**src/rtl/pipe_pkg.sv**
```systemverilog
// Shared definitions for the inter-stage pipeline registers: occupancy states and stage modes.
package pipe_pkg;

   typedef enum logic [1:0] {
      ST_EMPTY = 2'd0,
      ST_ONE   = 2'd1,
      ST_FULL  = 2'd2
   } pipe_state_e;

   localparam int MODE_REG     = 0;
   localparam int MODE_ELASTIC = 1;

endpackage

```
**src/rtl/pipe_data_reg.sv**
```systemverilog
// Payload register with async reset, synchronous clear (priority) and load enable.
module pipe_data_reg
   import pipe_pkg::*;
#(
   parameter int                DATA_W    = 96,
   parameter logic [DATA_W-1:0] CLEAR_VAL = '0
) (
   input  logic              clk,
   input  logic              rst_n,
   input  logic              clear,
   input  logic              load,
   input  logic [DATA_W-1:0] d,
   output logic [DATA_W-1:0] q
);

   always_ff @(posedge clk or negedge rst_n) begin
      if (!rst_n) begin
         q <= CLEAR_VAL;
      end else if (clear) begin
         q <= CLEAR_VAL;
      end else if (load) begin
         q <= d;
      end
   end

endmodule

```
**src/rtl/pipe_stage_elastic.sv**
```systemverilog
// Inter-stage pipeline register: legacy enable/clear register (MODE 0) or
// 2-entry skid stage with registered in_ready (MODE 1), plus a saturating stall counter.
module pipe_stage_elastic
   import pipe_pkg::*;
#(
   parameter int                DATA_W    = 96,
   parameter logic [DATA_W-1:0] CLEAR_VAL = '0,
   parameter int                MODE      = 1,
   parameter int                CNT_W     = 16
) (
   input  logic              clk,
   input  logic              rst_n,
   input  logic              flush,
   input  logic              in_valid,
   output logic              in_ready,
   input  logic [DATA_W-1:0] in_data,
   output logic              out_valid,
   input  logic              out_ready,
   output logic [DATA_W-1:0] out_data,
   output logic [CNT_W-1:0]  stall_cnt
);

   logic              m_load;
   logic [DATA_W-1:0] m_d;
   logic [DATA_W-1:0] m_q;
   logic [CNT_W-1:0]  stall_q;

   pipe_data_reg #(
      .DATA_W   (DATA_W),
      .CLEAR_VAL(CLEAR_VAL)
   ) u_main (
      .clk  (clk),
      .rst_n(rst_n),
      .clear(flush),
      .load (m_load),
      .d    (m_d),
      .q    (m_q)
   );

   assign out_data = m_q;

   generate
      if (MODE == MODE_ELASTIC) begin : g_elastic
         pipe_state_e       state_q;
         pipe_state_e       state_d;
         logic              in_ready_q;
         logic              out_valid_q;
         logic              in_fire;
         logic              out_fire;
         logic              s_load;
         logic              m_from_skid;
         logic [DATA_W-1:0] s_q;

         pipe_data_reg #(
            .DATA_W   (DATA_W),
            .CLEAR_VAL(CLEAR_VAL)
         ) u_skid (
            .clk  (clk),
            .rst_n(rst_n),
            .clear(flush),
            .load (s_load),
            .d    (in_data),
            .q    (s_q)
         );

         assign in_fire  = in_valid & in_ready_q;
         assign out_fire = out_valid_q & out_ready;

         always_comb begin
            state_d     = state_q;
            m_load      = 1'b0;
            s_load      = 1'b0;
            m_from_skid = 1'b0;
            case (state_q)
               ST_EMPTY: begin
                  if (in_fire) begin
                     state_d = ST_ONE;
                     m_load  = 1'b1;
                  end
               end
               ST_ONE: begin
                  if (in_fire && out_fire) begin
                     m_load = 1'b1;
                  end else if (in_fire) begin
                     state_d = ST_FULL;
                     s_load  = 1'b1;
                  end else if (out_fire) begin
                     state_d = ST_EMPTY;
                  end
               end
               ST_FULL: begin
                  if (out_fire) begin
                     state_d     = ST_ONE;
                     m_load      = 1'b1;
                     m_from_skid = 1'b1;
                  end
               end
               default: state_d = ST_EMPTY;
            endcase
            // Data registers give clear priority over load, so only the state needs squashing here.
            if (flush) begin
               state_d = ST_EMPTY;
            end
         end

         assign m_d = m_from_skid ? s_q : in_data;

         always_ff @(posedge clk or negedge rst_n) begin
            if (!rst_n) begin
               state_q     <= ST_EMPTY;
               in_ready_q  <= 1'b1;
               out_valid_q <= 1'b0;
            end else begin
               state_q     <= state_d;
               in_ready_q  <= (state_d != ST_FULL);
               out_valid_q <= (state_d != ST_EMPTY);
            end
         end

         assign in_ready  = in_ready_q;
         assign out_valid = out_valid_q;

         a_hold_stable : assert property (@(posedge clk) disable iff (!rst_n)
            (in_valid && !in_ready_q && !flush) |=> (in_valid && $stable(in_data)));
      end else begin : g_reg
         logic valid_q;

         always_ff @(posedge clk or negedge rst_n) begin
            if (!rst_n) begin
               valid_q <= 1'b0;
            end else if (flush) begin
               valid_q <= 1'b0;
            end else if (out_ready) begin
               valid_q <= in_valid;
            end
         end

         assign m_load    = out_ready;
         assign m_d       = in_data;
         assign in_ready  = out_ready;
         assign out_valid = valid_q;
      end
   endgenerate

   always_ff @(posedge clk or negedge rst_n) begin
      if (!rst_n) begin
         stall_q <= '0;
      end else if (out_valid && !out_ready && (stall_q != {CNT_W{1'b1}})) begin
         stall_q <= stall_q + 1'b1;
      end
   end

   assign stall_cnt = stall_q;

endmodule
```
**config.mk**
```make
export PLATFORM = sky130hd
export DESIGN_NAME = pipe_stage_elastic
export DESIGN_NICKNAME = d
export VERILOG_FILES = /design/src/rtl/pipe_pkg.sv /design/src/rtl/pipe_data_reg.sv /design/src/rtl/pipe_stage_elastic.sv
export SDC_FILE = /design/constraint.sdc
export NUM_CORES = 1
export LEC_CHECK = 0
export BUFFER_PORTS_ARGS = -buffer_cell sky130_fd_sc_hd__buf_2
export CAP_MARGIN = 20
export CORE_ASPECT_RATIO = 1.4
export CORE_MARGIN = 2
export CORE_UTILIZATION = 45
export CTS_CLUSTER_SIZE = 8
export DETAILED_ROUTE_END_ITERATION = 16
export HOLD_SLACK_MARGIN = 0.06
export PLACE_DENSITY = 0.69
export SLEW_MARGIN = 20
export SYNTH_ARGS = -nofsm -noshare
export SYNTH_HDL_FRONTEND = slang
export SYNTH_SLANG_ARGS = --single-unit
```
**constraint.sdc**
```tcl
create_clock -name clk -period 2.16 [get_ports clk]
set_input_delay 0.648 -clock clk [delete_from_list [all_inputs] [get_ports clk]]
set_output_delay 0.648 -clock clk [all_outputs]
set_load 0.01 [all_outputs]
```
==> qor.yml <==
floorplan:
  die_h_um: 172
  die_area_um2: 21300
  die_x_um: 124
  io_pins: 215
  start_util_pct: 45.8
  rows: 61
  coreArea_um2: 19800
layout:
  nFillCells: 1629
  finalNetCount: 1059
  final_cells: 1226
  syn_to_final_growth_pct: 27.2
  drive_above_1_share_pct: 29.6
  final_util_pct: 58.2
  final_common_cell: "buf_2"
  layout_common_cells: "buf_2, dfrtp_1, nor2_1"
  final_area_um2: 11500
placed_design:
  finalWeightedCongestion: 0.851
  portBuffers: 214
  dp_hpwl_um: 14700
  dpl.cell_count: 1177
  place_area_um2: 10600
  dp_slack_ns: 0.0228
timing:
  hold_ws_ns: 0.0796
  rsz0062_at_grt: "false"
  relSlewSlack_pct: 50.2
  tns_ns: 0
  fin_crit_ns: 1.97
  worst_slack_ns: 0.188
  clock.fmax_mhz: 507
  fin_worst_skew_ns: 0.0108
  slew_violations: 0
  setup_viol: 0
  tightestPinTransition_ns: 0.747
  final_min_period_over_clock_period_pct: 91.3
  finalHoldViolations: 0
detailed_routing:
  vias: 6825
  ant_nets: 0
  via_per_inst: 5.57
  finalWirelength_um: 22900
  drc: 0
  post_drt_wl_per_cell_um: 18.6
  dr.pass1.iters: 4
  drt_iter0_markers: 287
global_routing:
  grt_usage_pct: 20.9
  grt_antenna_before_repair: 6
  grt_pass1_wl_um: 35300
  grt_pass1_vias: 6841
  grt_start_max_net_pins: 70
  overflow: 0
cts:
  clk_pin_slew_worst_paths_ns: 0.05
  ctsResizeCount: 0
  htreeDepth: 1
  cts_root_buffer: "clkbuf_16"
  insertion_delay_ns: 0.53
  cts_setup_buffers: 0
  cts_buffer_depth: 3
  cts_sinks: 212
  cts_buffers: 30
  tritoncts: "built"
  cts_hold_buf: 0
critical_path:
  startpoint: "in_ready"
  worst_path_dominant_cell_family: "compound AO/OA/AOI/OAI gates"
  crit_type: "reg -> reg"
  slowest_stage: "dfstp_2"
  path_buf_inv: 1
  required_ns: 2.57
  reg2reg_from: "in_ready"
  critPathCaptureType: "flip-flop"
  start_kind: "flip-flop"
  crit_path_cell_trace: "nand2_1 -> o311ai_4 -> buf_12 -> nor2_1 -> a211oi_1"
  worstPathArrival_ns: 2.38
  path_max_fanout: 64
  max_stage_delay_ns: 0.55
power:
  p_total_mw: 10.6
  peakVddDrop_mv: 0.597
  power_leakage_nw: 6.25
  powerDensity_nw_per_um2: 923
status:
  status: "completed"
synthesis:
  syn_nets: 842
  synth-seq-area-share_pct: 58.6
  yosysTopAreaCellShare_pct: 58.4
  synthTopCellsByArea: "dfrtp_1, mux2i_1, a22o_1"
  yosysWarnings: 0
  syn_area_um2: 9050
  synth-seq-cells: 212
  syn_area_per_cell_um2: 12.2
  syn_inst: 740
  yosysTopAreaCell: "dfrtp_1"
  yosysUniqueCellTypes: 38
flow_run:
  max-cap-violations: 0
worst_hold_path:
  hold_class: "in -> async"
## cells in the mapped netlist, drive strengths merged
library cell and n:
o21bai 1, nand2 9, ha 1, dfrtp 211, nand4b 1, a41oi 1, nor3 3, o311ai 1
a21bo 1, nand4bb 1, mux2 1, and2 2, and3 5, a31oi 1, a211oi 98, xor2 4
and4 3, xnor2 9, o21ai 1, clkbuf 23, or3 1, nand3 4, a22o 96, nor2 103
o2111ai 1, nand2b 3, nand3b 1, a211o 1, nor2b 2, a21oi 5, nor4 2, nand4 5
dfstp 1, mux2i 97, buf 41
## final cells by class
class | count | area (µm²) | share of cell area [%]
antenna | 5 | 12.5 | 0.109
clock buffer | 43 | 821 | 7.13
clock inverter | 1 | 30.0 | 0.261
multi-input combinational | 464 | 3460 | 30.0
sequential | 212 | 5310 | 46.1
tap | 252 | 315 | 2.74
timing repair buffer | 249 | 1570 | 13.7
## power breakdown
group | total [mW] | switching [mW] | internal [mW]
clock | 4.32 | 1.63 | 2.69
combinational | 1.73 | 0.989 | 0.744
sequential | 4.57 | 0.230 | 4.34
total | 10.6 | 2.85 | 7.78
## cell families (layout without fill, tap and decap cells)
logic type / count (synthesis) / after routing / share of synthesized area [%]
DFF: 212 / 212 / 58.6
AOI/OAI and AO/OA: 207 / 207 / 18.5
and+or+nand+nor: 145 / 145 / 7.18
muxes: 98 / 98 / 10.9
buffers and inverters: 64 / 293 / 3.44
xor gates and xnor gates: 13 / 13 / 1.26
adders and majority gates: 1 / 1 / 0.138
other: 0 / 5 / 0
## per-layer routing
metal | share of wire (%) | wire length (µm) | global-route usage (%)
met1 | 42 | 9620 | 26.3
met2 | 50 | 11400 | 35.6
met3 | 5.2 | 1200 | 3.78
met4 | 2.7 | 620 | 7.91
met5 | 0.048 | 11 | 0
## registers in the layout, summed over array words and instances, names as in the netlist
name                flops
u_main.q               96
out_valid               1
stall_cnt              16
g_elastic.state_q       2
in_ready                1
g_elastic.u_skid.q     96
## worst paths after layout
path                                                to  cells past startpoint  slack [ns]
min in group clk                 g_elastic.u_skid.q[0]                      2        0.36
worst max register to register            u_main.q[16]                      5        0.19
worst min register to register  g_elastic.u_skid.q[23]                      1        0.49
worst max-delay path                      u_main.q[16]                      5        0.19
worst min-delay path                      u_main.q[83]                      1        0.08
max in group asynchronous                 u_main.q[26]                      2        1.47
(Power assumes the default switching activity.)
